**config.mk**
```make
export PLATFORM = sky130hd
export DESIGN_NAME = dflipflop_serial_tx
export DESIGN_NICKNAME = d
export VERILOG_FILES = /design/src/rtl/dflipflop_serial_tx.sv
export SDC_FILE = /design/constraint.sdc
export NUM_CORES = 1
export LEC_CHECK = 0
export ABC_AREA = 1
export CAP_MARGIN = 0
export CORE_MARGIN = 1
export CORE_UTILIZATION = 51
export CTS_CLUSTER_SIZE = 8
export DETAILED_ROUTE_END_ITERATION = 6
export PLACE_DENSITY = 0.73
export SLEW_MARGIN = 20
export SYNTH_ARGS = -nofsm -noshare
export SYNTH_HDL_FRONTEND = slang
export SYNTH_SLANG_ARGS = --single-unit
```
**constraint.sdc**
```tcl
create_clock -name input_clock1_clk_1 -period 3 [get_ports input_clock1_clk_1]
set_input_delay 0.75 -clock input_clock1_clk_1 [delete_from_list [all_inputs] [get_ports input_clock1_clk_1]]
set_output_delay 0.75 -clock input_clock1_clk_1 [all_outputs]
set_load 0.01 [all_outputs]
```
**src/rtl/dflipflop_serial_tx.sv**
```systemverilog
// Parallel-to-serial frame transmitter: start bit, DATA_W bits LSB first, stop bit.
// Optional even-parity bit enabled by defining DFLIPFLOP_SERIAL_TX_PARITY_EN.
module dflipflop_serial_tx #(
  parameter int unsigned DATA_W     = 8,
  parameter int unsigned BIT_CYCLES = 4
) (
  input  logic              input_clock1_clk_1,
  input  logic              input_reset1_rst_n_2,
  input  logic [DATA_W-1:0] input_switch_data_3,
  input  logic              input_button_valid_4,
  output logic              output_led_ready_5,
  output logic              output_led_txd_6,
  output logic              output_led_busy_7
);

  localparam int unsigned IDX_W = $clog2(DATA_W + 1);
  localparam int unsigned CNT_W = 8;

`ifdef DFLIPFLOP_SERIAL_TX_PARITY_EN
  typedef enum logic [2:0] {IDLE, START, DATA, PARITY, STOP} state_t;
`else
  typedef enum logic [2:0] {IDLE, START, DATA, STOP} state_t;
`endif

  state_t            state, state_next;
  logic [CNT_W-1:0]  cnt;
  logic [IDX_W-1:0]  idx;
  logic [DATA_W-1:0] shreg;
  logic              accept, bit_end, last_bit;

  assign accept   = (state == IDLE) && input_button_valid_4;
  assign bit_end  = (cnt == CNT_W'(BIT_CYCLES - 1));
  assign last_bit = (idx == IDX_W'(DATA_W - 1));

  always_comb begin
    state_next = state;
    unique case (state)
      IDLE:  if (input_button_valid_4) state_next = START;
      START: if (bit_end) state_next = DATA;
`ifdef DFLIPFLOP_SERIAL_TX_PARITY_EN
      DATA:   if (bit_end && last_bit) state_next = PARITY;
      PARITY: if (bit_end) state_next = STOP;
`else
      DATA:   if (bit_end && last_bit) state_next = STOP;
`endif
      STOP:  if (bit_end) state_next = IDLE;
      default: state_next = IDLE;
    endcase
  end

  always_ff @(posedge input_clock1_clk_1 or negedge input_reset1_rst_n_2) begin
    if (!input_reset1_rst_n_2) begin
      state <= IDLE;
      cnt   <= '0;
      idx   <= '0;
      shreg <= '0;
    end else begin
      state <= state_next;
      // Period counter idles at zero so every bit, including the start bit, gets a full period.
      if (state == IDLE || bit_end) cnt <= '0;
      else                          cnt <= cnt + CNT_W'(1);
      if (state != DATA)  idx <= '0;
      else if (bit_end)   idx <= idx + IDX_W'(1);
      if (accept)                          shreg <= input_switch_data_3;
      else if (state == DATA && bit_end)   shreg <= shreg >> 1;
    end
  end

`ifdef DFLIPFLOP_SERIAL_TX_PARITY_EN
  logic par;

  always_ff @(posedge input_clock1_clk_1 or negedge input_reset1_rst_n_2) begin
    if (!input_reset1_rst_n_2) par <= 1'b0;
    else if (accept)           par <= ^input_switch_data_3;
  end
`endif

  always_comb begin
    output_led_txd_6 = 1'b1;
    unique case (state)
      START:  output_led_txd_6 = 1'b0;
      DATA:   output_led_txd_6 = shreg[0];
`ifdef DFLIPFLOP_SERIAL_TX_PARITY_EN
      PARITY: output_led_txd_6 = par;
`endif
      default: output_led_txd_6 = 1'b1;
    endcase
  end

  assign output_led_ready_5 = (state == IDLE);
  assign output_led_busy_7  = (state != IDLE);

endmodule
```
==> Word-level counts from Yosys, hierarchy flattened <==
Index checks and enable logic that the tools add are counted.
{ "classes": {"eq_ne": 10, "add_sub_neg": 2, "n_reduce_logical": 9, "n_mux": 11} }
{ "ops": {"columns": ["operator", "count"], "rows": [
  ["8-bit 2-to-1 mux", 3],
  ["3-bit 2-to-1 mux", 4],
  ["3-bit case mux with 4 select lines", 1],
  ["8-bit by 1-bit adder with 8-bit output (second input constant)", 1],
  ["8-bit by 2-bit equality test with 1-bit output (second input constant)", 1],
  ["4-bit 2-to-1 mux", 2],
  ["2-bit != test (second input constant)", 4],
  ["3-bit by 2-bit equality test with 1-bit output (second input constant)", 2],
  ["4-bit by 1-bit adder with 4-bit output (second input constant)", 1],
  ["4-bit by 3-bit equality test with 1-bit output (second input constant)", 1],
  ["4-bit AND reduction", 1],
  ["2-bit nonzero test", 2],
  ["3-bit by 1-bit equality test with 1-bit output (second input constant)", 1],
  ["1-bit logical AND", 3],
  ["3-bit zero test", 1],
  ["3-bit by 2-bit != test with 1-bit output (second input constant)", 1],
  ["3-bit nonzero test", 1],
  ["1-bit case mux with 2 select lines", 1],
  ["1-bit logical OR", 1]
]} }
{ "word_totals": {"out_inout_bits": 3, "regBits": 23} }

==> Longest topological paths before layout <==
Gate-level depths: netlist (run 1).
{ "logic_depth": {"word_depth": 4, "mapped_depth": 10, "ltp_nobuf": 10} }

==> Worst setup path after synthesis (run 1) <==
Ideal clock, no wire load.
{ "synth_path": {"kind": "input-to-output", "startpoint": "input port state[0]", "endpoint": "output port output_led_txd_6", "slack_ns": 1.280, "arrival_ns": 0.970, "path_stages": 4, "n_path_buf": 0, "path_cell_list": "dfrtp_1 inv_1 ha_1 o21ai_0"} }
{ "synth_between": {"elab_chain_cells": 2, "elab_cells_between_ends": 3, "cone_classes": "eq/ne (2); mux (1)"} }
{ "synth_lines": {"columns": ["item", "line_no", "rtl"], "rows": [
  ["start: declaration", "25", "state_t state, state_next;"],
  ["3-bit by 2-bit equality test with 1-bit output / 3-bit by 1-bit equality test with 1-bit output (equally long branches)", "80", "unique case (state)"],
  ["1-bit case mux with 2 select lines (*)", "80", null],
  ["end: declaration", "12", "output logic output_led_txd_6,"]
]} }
Mark *: on every way between the ends. The rest lies on a longest branch, timed or not.

==> Worst setup path in the final report (run 1) <==
Same ends and word-level chain as after synthesis.

==> impl_metrics.toml, run 1 <==
[outcome]
status = "finished clean"

[grt]
grt_pass1_wl_um = 3836
grt_pass1_vias = 934
grt_max_degree = 23
track_usage = 0.1984
antenna_found_initial = 0
grt_overflow = 0

[die]
io_pins = 14
die_w_um = 51.46
dieArea_um2 = 2648
rows = 17
chipHeight_um = 51.46
start_util = 0.5533
fp.coreArea_um2 = 2255

[sta]
relSlewSlack = 0.8072
rsz0062_at_grt = "no"
worst_slew_pin_slew_ns = 0.2892
finClkSkew_ns = 0.003096
setup_viol = 0
hold_viol = 0
fin_crit_ns = 2.559
fmax_ghz = 0.3907
fin_ws_ns = 0.4408
fin_setup_tns_ns = 0
slew_viol_final = 0
fin_crit_sh = 0.8531

[worst_setup_path]
reg2reg_from = "state[0]"
crit_path_end_kind = "output pin"
reg2regPathDepth = 8
path_buf_inv = 2
crit_end = "output_led_txd_6"
path_depth = 4
regToRegSetupSlack_ns = 1.31
crit_fanout = 6
cp.arrival_ns = 1.81
crit_start = "state[0]"
setup.worst_path.class = "register to output pin"
r2r-end = "shreg[0]"
cp-start-kind = "register"
crit_slowest_cell = "clkdlybuf4s50_1"
path_delay_family = "buffers and inverters"
path_cells = "inv_1, ha_1, o21ai_0, clkdlybuf4s50_1"
slowest_delay_ns = 0.55
cp.required_ns = 2.25

[logic_synthesis]
postSynthAreaPerCell_um2 = 7.797
ys_warn_count = 0
syn_inst = 160
syn_area_um2 = 1247
syn_nets = 177
yosysUniqueCellTypes = 23
synth-main-ff-cell = "dfrtp_1"
async_flop_share = 1.000
synth-seq-cells = 22
synth-seq-area-share = 0.4413
synth_edf_count = 0

[routing]
drt_wl_total_um = 2275
drt-initial-drc-count = 22
via_per_inst = 4.961
vias = 1022
postRouteAntennaNets = 0
drc = 0
drt_pass1_iterations = 5
avgRoutedWirePerCell_um = 11.04

[clock_network]
path_clk_slew_ns = 0.12
htree_num_levels = 1
cts_num_sinks = 22
cts_tree = "done"
clock_latency_ns = 0.30
cts_hold_buf = 0
post_cts_resized = 0
cts_buffer_depth = 2
numCtsBuffers = 3
cts_setup_buffers = 0
root_buffer = "clkbuf_4"

[power_and_ir_drop]
ir_drop_mv = 0.5447
p_per_area_nw_per_um2 = 795.4
p_leak_nw = 0.7505
finalPower_w = 0.001158

[place]
place_area_um2 = 1420
post-place-ws_ns = 0.7737
place_congestion = 0.7558
port_buffers = 13
hpwl_um = 1767

[final_layout]
drive_gt1_frac = 0.1180
diodes = 0
final_area_um2 = 1456
syn_to_final_growth_pct = 16.75
nets = 196
final_common_cell = "nand2_1"
final_cell_mix = "nand2_1, dfrtp_1, nor2_1, inv_1, clkdlybuf4s50_1"

[hold_path]
min_from = "shreg[5]"
hold_class = "register to register"

[job]
maxCapViolCount = 0
==> sequential cells by signal (all words and copies together) (netlist names) <==
signal and flops:
cnt 8, idx 4, shreg 8, state 2
==> cell usage after synthesis, types with 3 or more instances <==
library cell | instances | area, um^2
nand2_1 | 62 | 232.7
dfrtp_1 | 22 | 550.5
nor2_1 | 17 | 63.81
inv_1 | 13 | 48.80
nand3_1 | 8 | 40.04
ha_1 | 6 | 75.07
o21ai_0 | 5 | 25.02
nand2_2 | 3 | 18.77
nor2_2 | 3 | 18.77
==> layout make-up <==
| class | instances | area [um^2] |
|---|---|---|
| clock buffers | 4 | 36.28 |
| inverters | 17 | 67.56 |
| flip-flops and latches | 22 | 550.5 |
| repair buffers | 14 | 137.6 |
| multi-input cells | 121 | 629.4 |
| well taps | 28 | 35.03 |
| fillers | 219 | 798.3 |
==> cells by family (layout without fill, tap and decap cells) <==
group	count (synthesis)	after routing	synth area share
AO/OA/AOI/OAI	11	11	0.05115
XOR/XNOR	3	3	0.02107
adder cells (fa/ha/maj)	6	6	0.06018
buffers and inverters	17	35	0.05417
flip-flops	22	22	0.4413
AND/OR/NAND/NOR	101	101	0.3721
==> routing by layer <==
| metal | part of all wire | vias up | global-route usage |
|---|---|---|---|
| met3 | 0.027 | 2 | 0.02679 |
| met2 | 0.50 | 17 | 0.3550 |
| met4 | 0.011 | 0 | 0.09459 |
| li1 | - | 535 | - |
| met5 | 0 | - | 0 |
| met1 | 0.46 | 468 | 0.2295 |
==> worst register-to-register path, cell delays in order (launching register included) <==
cell and delay (ns):
dfrtp_1 0.42, inv_1 0.09, ha_1 0.23, nand2_1 0.23, clkinv_2 0.24, nor2_8 0.22, inv_4 0.07, nand2_1 0.06
nand2_1 0.05
==> through the flow <==
stage / hold slack [ns] / std cells / utilization
finish: 0.4947 / 206 / 0.6459
global route: 0.5216 / 206 / 0.6459
CTS: 0.5000 / 206 / 0.6459
detailed placement: 0.4687 / 202 / 0.6299
global placement: 0.4633 / 202 / 0.6299
floorplan: 0.4427 / 160 / -
==> where the power goes <==
group          switching (W)  internal [W]  total (W)
clock              0.0000878     0.0000739   0.000162
combinational       0.000341      0.000221   0.000562
sequential         0.0000591      0.000376   0.000435
total               0.000487      0.000671    0.00116
==> worst min-delay path by stage <==
stage	endpoint	depth (start not counted)
floorplan	shreg[5]	2
global placement	shreg[3]	2
detailed placement	shreg[5]	2
CTS	cnt[0]	1
global route	shreg[1]	2
finish	shreg[5]	2
(Power assumes the default switching activity.)
==> inputs of run 2 (changes only) <==
--- a/config.mk
+++ b/config.mk
@@ -7,7 +7,7 @@
 export LEC_CHECK = 0
 export ABC_AREA = 1
 export CAP_MARGIN = 0
-export CORE_MARGIN = 1
+export CORE_MARGIN = 8
 export CORE_UTILIZATION = 51
 export CTS_CLUSTER_SIZE = 8
 export DETAILED_ROUTE_END_ITERATION = 6
==> run 2 against run 1 <==
Net effect:
- setup slack worse by 0.0023 ns
- sequential power hardly changed
- count of clock-buffer cells in the layout down 1
- cell count increased by 0.49%
- largest power group unchanged
- critical endpoint unchanged
- utilization shrank 4.1 points
- register-to-register slack barely moved
- flip-flop and latch count stayed put
- via count decreased by 0.49%
- power decreased by 2.5%
- wire length up 5.8%
- sequential share of layout area increased by 0.29 points
==> impl_metrics.toml, run 2 (synthesis results as in run 1) <==
[clock_network]
numCtsBuffers = 3
cts_num_sinks = 22
cts_buffer_depth = 2
post_cts_resized = 0
htree_num_levels = 1
cts_setup_buffers = 0
path_clk_slew_ns = 0.12
cts_tree = "done"
root_buffer = "clkbuf_4"
clock_latency_ns = 0.30
cts_hold_buf = 0

[routing]
drc = 0
vias = 1017
postRouteAntennaNets = 0
drt_wl_total_um = 2408
drt_pass1_iterations = 4
via_per_inst = 4.913
drt-initial-drc-count = 69
avgRoutedWirePerCell_um = 11.63

[final_layout]
final_area_um2 = 1445
syn_to_final_growth_pct = 15.85
final_cell_mix = "nand2_1, dfrtp_1, nor2_1, inv_1, clkdlybuf4s50_1"
diodes = 0
drive_gt1_frac = 0.1130
nets = 196
final_cell_count_no_fill = 207
final_common_cell = "nand2_1"
reg_top3 = "cnt (8), shreg (8), idx (4)"

[worst_setup_path]
cp.required_ns = 2.25
path_delay_family = "buffers and inverters"
cp-start-kind = "register"
path_buf_inv = 2
crit_fanout = 6
crit_slowest_cell = "clkdlybuf4s50_1"
reg2regPathDepth = 8
crit_path_end_kind = "output pin"
cp.arrival_ns = 1.81
path_depth = 4
slowest_delay_ns = 0.56
setup.worst_path.class = "register to output pin"
path_cells = "inv_1, ha_1, o21ai_0, clkdlybuf4s50_1"

[power_and_ir_drop]
p_leak_nw = 0.7433
p_per_area_nw_per_um2 = 781.7
finalPower_w = 0.001130
ir_drop_mv = 0.4578

[sta]
rsz0062_at_grt = "no"
slew_viol_final = 0
worst_slew_pin_slew_ns = 0.2819
setup_viol = 0
hold_viol = 0
fin_setup_tns_ns = 0
fmax_ghz = 0.3904
finClkSkew_ns = 0.007035
fin_crit_sh = 0.8538
fin_crit_ns = 2.561
relSlewSlack = 0.8112

[hold_path]
hold_class = "register to register"
holdPathStages = 1

[grt]
grt_pass1_vias = 1038
track_usage = 0.1236
grt_max_degree = 23
grt_pass1_wl_um = 4271
grt_overflow = 0
antenna_found_initial = 0

[place]
place_area_um2 = 1423
place_congestion = 0.8290
dp_cells = 204
port_buffers = 13
hpwl_um = 1868

[die]
io_pins = 14
rows = 18
start_util = 0.5225
chipHeight_um = 65.46
dieArea_um2 = 4284
fp.coreArea_um2 = 2387
die_w_um = 65.46

[job]
maxCapViolCount = 0

[outcome]
status = "finished clean"
[run 2: final cells by class]
cell class	instances	area (um^2)
clock buffers	3	22.52
repair buffers	14	137.6
flip-flops and latches	22	550.5
well taps	30	37.54
inverters	17	67.56
fillers	232	942.2
multi-input cells	121	629.4
[run 2: path summary, 6_finish.rpt]
kind | start | endpoint | slack, ns
setup reg to reg | state[0] | shreg[5] | 1.31
setup / recovery | state[0] | output_led_txd_6 | 0.44
hold / removal | cnt[0] | cnt[0] | 0.49
min in group asynchronous | input_reset1_rst_n_2 | idx[2] | 0.78
hold reg to reg | cnt[0] | cnt[0] | 0.49
max in group asynchronous | input_reset1_rst_n_2 | shreg[4] | 1.99
[run 2: routing by layer]
metal  global-route usage  up-vias  routed length (um)
li1                     -      534                   -
met1               0.1363      467                1050
met2               0.2226       12                1265
met3              0.02381        4                  62
met4              0.05722        0                  30
met5                    0        -                   0
[run 2: stage by stage]
step / setup WS (ns) / hold slack, ns / util
final: 0.4385 / 0.4897 / 0.6053
after global routing: 0.3308 / 0.5279 / 0.6053
after CTS: 0.4204 / 0.4939 / 0.6053
after detailed placement: 0.7787 / 0.4716 / 0.5959
after global placement: 0.8385 / 0.4652 / 0.5959
after floorplan: 1.280 / 0.4427 / -
[run 2: power breakdown]
group          switching, W  internal (W)  total (W)  leakage (nW)
clock             0.0000826     0.0000467   0.000129        0.0138
combinational      0.000342      0.000222   0.000564         0.438
sequential        0.0000600      0.000376   0.000436         0.291
total              0.000484      0.000645    0.00113         0.743
==> inputs of run 3 (changes only) <==
--- a/config.mk
+++ b/config.mk
@@ -6,11 +6,12 @@
 export NUM_CORES = 1
 export LEC_CHECK = 0
 export ABC_AREA = 1
-export CAP_MARGIN = 0
+export CAP_MARGIN = 20
 export CORE_MARGIN = 8
 export CORE_UTILIZATION = 51
 export CTS_CLUSTER_SIZE = 8
 export DETAILED_ROUTE_END_ITERATION = 6
+export HOLD_SLACK_MARGIN = 0.15
 export PLACE_DENSITY = 0.73
 export SLEW_MARGIN = 20
 export SYNTH_ARGS = -nofsm -noshare
==> results of run 3 <==
No change in the layout: final DEF, timing and power equal those of run 2.
